### config.mk
export PLATFORM = sky130hd
export DESIGN_NAME = seq_mult_32bit
export DESIGN_NICKNAME = d
export VERILOG_FILES = /design/src/rtl/mult_pkg.sv /design/src/rtl/add_sub_64.sv /design/src/rtl/seq_mult_32bit.sv
export SDC_FILE = /design/constraint.sdc
export NUM_CORES = 1
export LEC_CHECK = 0
export ABC_CLOCK_PERIOD_IN_PS = 7300
export BUFFER_PORTS_ARGS = -buffer_cell sky130_fd_sc_hd__buf_2
export CORE_ASPECT_RATIO = 2
export CORE_MARGIN = 2
export CORE_UTILIZATION = 50
export DETAILED_ROUTE_END_ITERATION = 12
export PLACE_DENSITY = 0.68
export SLEW_MARGIN = 0
export SYNTH_ARGS = -nofsm -noshare
export SYNTH_HDL_FRONTEND = slang
export SYNTH_SLANG_ARGS = --single-unit
### constraint.sdc
create_clock -name clock -period 7.3 [get_ports clock]
set_input_delay 1.825 -clock clock [delete_from_list [all_inputs] [get_ports clock]]
set_output_delay 1.825 -clock clock [all_outputs]
set_load 0.005 [all_outputs]
### src/rtl/mult_pkg.sv
// Shared constants for the sequential signed multiplier: widths, FSM encoding, iteration bound.
// Pure definitions; no timing or flow control of its own.
package mult_pkg;
  localparam int N_BITS = 32;
  localparam int CNT_W  = 6;
  localparam int PROD_W = 2 * N_BITS;

  localparam logic [1:0] IDLE = 2'd0;
  localparam logic [1:0] RUN  = 2'd1;
  localparam logic [1:0] DONE = 2'd2;

  localparam logic [CNT_W-1:0] LAST_ITER = 6'd31;

  // Signed overflow: the upper half plus the result sign bit must all match.
  function automatic logic isOverflow(input logic [PROD_W-1:0] p);
    return !((&p[PROD_W-1:N_BITS-1]) || !(|p[PROD_W-1:N_BITS-1]));
  endfunction
endpackage

### src/rtl/add_sub_64.sv
// 64-bit combinational adder/subtractor used by the multiplier accumulate step.
// Zero latency; no flow control, carry/borrow out is discarded.
module add_sub_64
  import mult_pkg::*;
(
  input  logic [PROD_W-1:0] a,
  input  logic [PROD_W-1:0] b,
  input  logic              sub,
  output logic [PROD_W-1:0] y
);

  always_comb begin
    y = sub ? (a - b) : (a + b);
  end

endmodule

### src/rtl/seq_mult_32bit.sv
// Signed 32x32 shift-and-add multiplier: result and one-cycle ready pulse 32 edges after start.
// No backpressure: a start pulse in any state restarts, an aborted operation never signals ready.
module seq_mult_32bit
  import mult_pkg::*;
(
  input  logic              clock,
  input  logic              reset,
  input  logic              ctrl_MULT,
  input  logic [N_BITS-1:0] data_operandA,
  input  logic [N_BITS-1:0] data_operandB,
  output logic [N_BITS-1:0] data_result,
  output logic              data_exception,
  output logic              data_resultRDY,
  output logic              busy
);

  logic [1:0]        state;
  logic [CNT_W-1:0]  cnt;
  logic [PROD_W-1:0] mcand;
  logic [N_BITS-1:0] mplier;
  logic [PROD_W-1:0] prod;
  logic [PROD_W-1:0] pp;
  logic [PROD_W-1:0] sum;
  logic              lastIter;

  assign lastIter = (cnt == LAST_ITER);

  // Bit 31 of the multiplier carries weight -2^31, so its partial product is subtracted.
  assign pp = (mcand & {PROD_W{mplier[cnt[4:0]]}}) << cnt;

  add_sub_64 uAcc (
    .a   (prod),
    .b   (pp),
    .sub (lastIter),
    .y   (sum)
  );

  always_ff @(posedge clock or posedge reset) begin
    if (reset) begin
      state          <= IDLE;
      cnt            <= '0;
      mcand          <= '0;
      mplier         <= '0;
      prod           <= '0;
      data_result    <= '0;
      data_exception <= 1'b0;
      data_resultRDY <= 1'b0;
      busy           <= 1'b0;
    end else if (ctrl_MULT) begin
      mcand          <= {{N_BITS{data_operandA[N_BITS-1]}}, data_operandA};
      mplier         <= data_operandB;
      prod           <= '0;
      cnt            <= '0;
      state          <= RUN;
      busy           <= 1'b1;
      data_resultRDY <= 1'b0;
    end else begin
      case (state)
        RUN: begin
          prod <= sum;
          cnt  <= cnt + CNT_W'(1);
          if (lastIter) begin
            data_result    <= sum[N_BITS-1:0];
            data_exception <= isOverflow(sum);
            data_resultRDY <= 1'b1;
            busy           <= 1'b0;
            state          <= DONE;
          end
        end
        DONE: begin
          data_resultRDY <= 1'b0;
          state          <= IDLE;
        end
        default: begin
          state <= IDLE;
        end
      endcase
    end
  end

endmodule
==> impl_metrics.py, run 1 <==
metrics = {
    "critical_path": {
        "r2r_setup_slack_ps": 150,
        "r2r_start": "cnt[3]",
        "end_kind": "register",
        "crit_path_start": "cnt[3]",
        "crit_fanout": 10,
        "arrival_ps": 7500,
        "rr_worst_depth": 25,
        "required_ps": 7650,
        "setup.worst_path.class": "register to register",
        "start_kind": "register",
        "reg2reg_to": "data_exception",
    },
    "routing": {
        "routed_via_density": 6.30,
        "final_antenna_net_count": 0,
        "drc": 0,
        "firstDrtPassIters": 6,
        "dr.first_iter.drc_count": 1262,
        "wl_um": 70500,
        "vias": 18004,
        "drt-wirelength-per-cell_um": 24.7,
    },
    "global_route": {
        "grt_overflow_total": 0,
        "antenna_found_initial": 0,
        "grt_usage_pct": 39.7,
        "grt_pass1_wl_um": 106000,
        "grt_max_degree": 76,
        "grt_pass1_vias": 18106,
    },
    "floorplanning": {
        "ios": 102,
        "core_area_um2": 33400,
        "initial_utilization_pct": 50.5,
        "die_h_um": 264,
        "rows": 95,
        "die_w_um": 134,
        "dieArea_um2": 35300,
    },
    "yosys": {
        "synth_ff_type": "dfrtp_1",
        "ys_ff_latch": 171,
        "synthArstFlopShare_pct": 100,
        "synth.distinct_cells": 102,
        "syn_inst": 2060,
        "yosysSeqAreaShare_pct": 25.4,
        "synth_nets": 2193,
        "netlist_area_um2": 16900,
        "synth_area_per_cell_um2": 8.19,
        "yosys_warnings": 0,
        "synth_edf_count": 0,
    },
    "sta": {
        "fmax_mhz": 140,
        "holdWs_ps": 471,
        "worst_pin_slew_ps": 1190,
        "period_share_pct": 98.0,
        "setup_ws_ps": 147,
        "hold_viol": 0,
        "slew_violations": 0,
        "slew_headroom_pct": 20.3,
        "clock-skew-final_ps": 18.3,
        "period_needed_ps": 7150,
        "setup_violations": 0,
    },
    "layout": {
        "final_common_cell": "buf_4",
        "layout-drive-gt1-share_pct": 30.0,
        "synthToLayoutAreaGrowth_pct": 24.5,
        "final_cell_mix": "buf_4 (364), nand2_1 (325), a21oi_1 (182)",
        "num-fill-cells": 2966,
        "n_antenna_cell": 0,
        "fin_nets": 2540,
        "fin_area_um2": 21000,
    },
    "pwr": {
        "ir_drop_v": 0.000191,
        "p_per_area_nw_per_um2": 278,
        "leakagePower_nw": 9.69,
    },
    "hold_path": {
        "min_path_type": "register to register",
        "hold_end": "data_result[24]",
        "min-delay-start": "data_result[24]",
        "whs_path_depth": 2,
    },
    "clocking": {
        "htreeDepth": 4,
        "clkLatencyLatePin_ps": 470,
        "numCtsBuffers": 17,
        "path_clk_slew_ps": 80,
        "clk_path_buf_depth": 2,
        "root_buffer": "clkbuf_16",
        "clock_sinks": 171,
        "cts_tree": "yes",
    },
    "placed_design": {
        "dpl.hpwl_um": 55100,
        "placed_area_um2": 20000,
        "dpl_worst_slack_ps": 9.83,
        "port_buffers": 101,
        "gp_congestion": 1.06,
    },
    "run_status": {
        "status": "complete, no violations",
    },
    "job": {
        "maxCapViolCount": 0,
    },
}
[Yosys cell counts (all sizes together), types with 12 or more instances]
| master | number | area [um^2] |
|---|---|---|
| and2 | 15 | 93.8 |
| mux2i | 58 | 581 |
| or2 | 16 | 103 |
| buf | 61 | 365 |
| nand4 | 27 | 190 |
| and3 | 14 | 87.6 |
| a22oi | 15 | 118 |
| o22ai | 16 | 100 |
| a211oi | 40 | 328 |
| xnor2 | 66 | 578 |
| a21o | 38 | 285 |
| nor3 | 46 | 246 |
| nand3 | 47 | 253 |
| o21a | 21 | 158 |
| a31oi | 28 | 190 |
| or3 | 17 | 106 |
| clkbuf | 86 | 323 |
| nor4 | 12 | 96.3 |
| o21ai | 94 | 470 |
| nand2 | 325 | 1220 |
| nand2b | 17 | 106 |
| o31ai | 21 | 158 |
| ha | 65 | 813 |
| xor2 | 45 | 394 |
| nor2 | 175 | 657 |
| dfrtp | 171 | 4280 |
| a21oi | 188 | 941 |
| mux4 | 45 | 1010 |
| nor2b | 22 | 138 |
| mux2 | 85 | 961 |
| inv | 27 | 101 |
| a221oi | 13 | 114 |
| o211ai | 14 | 110 |
[registers in the layout (all words and copies together), names as in the netlist]
name / flops
data_exception: 1
mplier: 32
data_resultRDY: 1
data_result: 32
prod: 64
cnt: 6
mcand: 32
state: 2
busy: 1
[final cells by class]
cell class / count / area [um^2] / share of cell area (%)
Inverter: 28 / 110 / 0.524
Tap cell: 436 / 546 / 2.60
Multi-Input combinational cell: 1714 / 12000 / 57.2
Timing Repair Buffer: 475 / 3430 / 16.3
Clock buffer: 17 / 425 / 2.03
Clock inverter: 15 / 191 / 0.911
Sequential cell: 171 / 4290 / 20.4
[timing repair]
item | 4_1_cts | 5_1_grt
hold buffers | 0 | 0
pin swaps | 0 | 20
setup buffers | 0 | 24
resized for setup | 4 | 53
gates cloned | 0 | 1
setup endpoints to repair | 1 | 4
[routing by layer]
| metal | track usage, % | share of wire, % | routed length (um) |
|---|---|---|---|
| met1 | 38.5 | 33 | 23000 |
| met2 | 71.3 | 51 | 36100 |
| met3 | 6.58 | 5.1 | 3630 |
| met4 | 34.6 | 11 | 7730 |
| met5 | 0 | 0 | 0 |
[power by group]
| group | internal, mW | switching (mW) | total (mW) |
|---|---|---|---|
| sequential | 1.10 | 0.138 | 1.24 |
| combinational | 1.59 | 2.02 | 3.61 |
| clock | 0.497 | 0.486 | 0.983 |
| total | 3.19 | 2.65 | 5.84 |
[worst max-delay path: stages, from the launching register on]
cell and delay [ps]:
dfrtp_2 480, dlymetal6s2s_1 210, and2_1 270, a221oi_2 390, nand3b_1 110, buf_4 170
buf_4 190, a32oi_1 280, nor2_1 220, a211oi_1 660, xor2_1 190, ha_1 380
buf_4 150, nand2_1 80, or4_1 520, or2_2 340, or3_1 360, o32a_1 260
nand2b_1 150, xnor2_1 80, or3_1 320, or4_1 490, nor4_1 230, nand4_1 160
nor4b_2 270, nor3_1 80
[through the flow]
step / TNS, ps / power, mW / utilization (%) / std cells
floorplan: 0 / 3.35 / - / 2060
global placement: 0 / 4.65 / 59.7 / 2799
detailed placement: 0 / 4.70 / 59.7 / 2799
CTS: 0 / 5.70 / 61.6 / 2831
global route: -61.5 / 6.17 / 62.9 / 2856
finish: 0 / 5.84 / 62.9 / 2856
[how the worst max path moves through the flow]
stage / to / slack (ps)
floorplan: data_exception / 630
global placement: data_exception / 10
detailed placement: data_exception / 10
CTS: data_exception / 5
global route: data_exception / -60
finish: data_exception / 150
[cells by family (layout without fill, tap and decap cells)]
| family | after synthesis | count (layout) | share of synthesized area (%) |
|---|---|---|---|
| buf+inv | 175 | 535 | 4.70 |
| flops | 171 | 171 | 25.4 |
| fa+ha+maj | 66 | 66 | 4.94 |
| compound gates | 581 | 581 | 22.7 |
| xor+xnor | 111 | 111 | 5.76 |
| simple gates | 768 | 768 | 21.4 |
| mux | 188 | 188 | 15.1 |
Power figures use the tool's default switching activity.
==> inputs of run 2 (changes only) <==
CORE_UTILIZATION = 45   (was 50)
PLACE_DENSITY = unset   (was 0.68)
==> run 2 against run 1 <==
Final area down 0.45%. Flip-flop and latch count stayed put. Critical path depth grew 2. Register-to-register slack improved by 50 ps. Final cell count rose by 0.49%. Count of clock-buffer cells in the layout increased by 1. Total power up 0.72%. Worst hold slack worse by 1.2 ps. Wire length rose by 2.7%.
==> impl_metrics.py, run 2 (synthesized netlist as in run 1, its figures left out) <==
metrics = {
    "layout": {
        "num-fill-cells": 3584,
        "fin_area_um2": 20900,
        "layout-drive-gt1-share_pct": 29.5,
        "synthToLayoutAreaGrowth_pct": 24.0,
        "final-seq-area_um2": 4290,
        "fin_nets": 2531,
        "multi_input_area_um2": 12000,
        "n_antenna_cell": 0,
        "fin_util_pct": 56.5,
        "largest_register_ff_count": 64,
        "final_common_cell": "buf_4",
        "final_cell_mix": "buf_4 (356), nand2_1 (324), a21oi_1 (182)",
        "regMostFlops": "prod",
    },
    "routing": {
        "dr.first_iter.drc_count": 1042,
        "wl_um": 72400,
        "firstDrtPassIters": 5,
        "routed_via_density": 6.21,
        "drc": 0,
        "vias": 17814,
        "final_antenna_net_count": 0,
        "drt-wirelength-per-cell_um": 25.2,
    },
    "job": {
        "maxCapViolCount": 0,
    },
    "critical_path": {
        "start_kind": "register",
        "arrival_ps": 7460,
        "crit_fanout": 8,
        "setup.worst_path.class": "register to register",
        "required_ps": 7660,
        "end_kind": "register",
    },
    "pwr": {
        "ir_drop_v": 0.000194,
        "p_per_area_nw_per_um2": 281,
        "leakagePower_nw": 9.61,
    },
    "global_route": {
        "grt_max_degree": 70,
        "grt_overflow_total": 0,
        "grt_pass1_wl_um": 108000,
        "antenna_found_initial": 0,
        "grt_pass1_vias": 18185,
        "grt_usage_pct": 36.5,
    },
    "placed_design": {
        "port_buffers": 101,
        "dpl.hpwl_um": 57300,
        "gp_congestion": 1.07,
        "placed_area_um2": 19900,
    },
    "sta": {
        "period_share_pct": 97.3,
        "worst_pin_slew_ps": 1170,
        "hold_viol": 0,
        "period_needed_ps": 7100,
        "slew_headroom_pct": 21.3,
        "clock-skew-final_ps": 14.4,
        "setup_violations": 0,
        "fmax_mhz": 141,
        "slew_violations": 0,
    },
    "floorplanning": {
        "rows": 100,
        "ios": 102,
        "core_area_um2": 37000,
        "dieArea_um2": 39100,
        "initial_utilization_pct": 45.5,
        "die_h_um": 278,
        "die_w_um": 141,
    },
    "clocking": {
        "path_clk_slew_ps": 80,
        "root_buffer": "clkbuf_16",
        "cts_tree": "yes",
        "clock_sinks": 171,
        "clkLatencyLatePin_ps": 480,
        "numCtsBuffers": 17,
        "htreeDepth": 4,
        "clk_path_buf_depth": 2,
    },
    "run_status": {
        "status": "complete, no violations",
    },
    "hold_path": {
        "min_path_type": "register to register",
    },
}
==> run 2: changes by cell type in the layout (fill, tap and decap cells not counted), sizes merged <==
cell / before / now
clkinv: 5 / 6
bufinv: 1 / 0
clkbuf: 18 / 20
clkinvlp: 1 / 2
dlymetal6s2s: 1 / 0
buf: 473 / 464
inv: 36 / 34
==> run 2: worst max-delay path, stage by stage (launching register included) <==
cell and delay [ps]:
dfrtp_2 470, buf_4 160, mux2_2 350, o311a_1 360, nand3_1 150, buf_4 200
a2111oi_0 120, a311oi_1 470, a21oi_1 150, or2_1 280, or3_1 350, o31a_1 260
a211o_1 250, buf_4 150, xnor2_2 140, ha_1 340, nand2_1 140, nor2_1 80
or3_1 340, a211oi_1 170, o21ai_0 150, a32o_2 370, o21a_1 230, nor4_4 280
nand4_1 200, or4_1 500, nor4_1 240, nor3_1 70
==> run 2: per-layer routing <==
| metal | vias up | global-route usage [%] | wire (um) |
|---|---|---|---|
| li1 | 8261 | - | - |
| met2 | 676 | 68.9 | 38300 |
| met5 | - | 0 | 0 |
| met4 | 0 | 28.5 | 7110 |
| met3 | 283 | 4.90 | 3000 |
| met1 | 8594 | 34.7 | 24000 |
==> run 2: power by group <==
group / switching (mW) / total [mW] / internal, mW / leakage, nW
registers: 0.135 / 1.24 / 1.10 / 2.16
logic: 2.07 / 3.68 / 1.62 / 7.18
clock network: 0.500 / 0.958 / 0.457 / 0.280
total: 2.70 / 5.88 / 3.18 / 9.61
==> run 2: repair_timing <==
| action | in CTS | in global routing |
|---|---|---|
| resized for setup | 2 | 53 |
| gates cloned | 0 | 2 |
| pin swaps | 1 | 15 |
| buffers inserted | 3 | 12 |
| hold buffers | 0 | 0 |
| setup endpoints to repair | 1 | 4 |
==> run 2: area by class of cell <==
class | count | share of cell area [%]
clock buffers | 18 | 2.05
well taps | 459 | 2.75
flip-flops and latches | 171 | 20.5
inverters | 28 | 0.544
repair buffers | 466 | 16.1
clock inverters | 14 | 0.724
multi-input cells | 1714 | 57.3
==> run 2: through the flow <==
step           hold slack, ps  cells  worst slack (ps)  TNS [ps]  power, mW
4_1_cts                   476   2856              11.7         0       5.75
6_report                  470   2870               196         0       5.88
5_1_grt                   496   2870             -2.25     -2.25       6.22
2_1_floorplan             470   2060               634         0       3.35
3_3_place_gp              453   2821             -38.7     -38.7       4.75
3_5_place_dp              457   2821              -104      -104       4.77
==> run 2: final timing paths <==
| kind | from | endpoint | slack, ps | depth (start not counted) |
|---|---|---|---|---|
| max | cnt[1] | data_exception | 200 | 27 |
| min | data_result[29] | data_result[29] | 470 | 2 |
| max reg2reg | cnt[1] | data_exception | 200 | 27 |
| min reg2reg | data_result[29] | data_result[29] | 470 | 2 |
| max in group asynchronous | reset | prod[44] | 4660 | 3 |
| min in group asynchronous | reset | mplier[9] | 1420 | 2 |
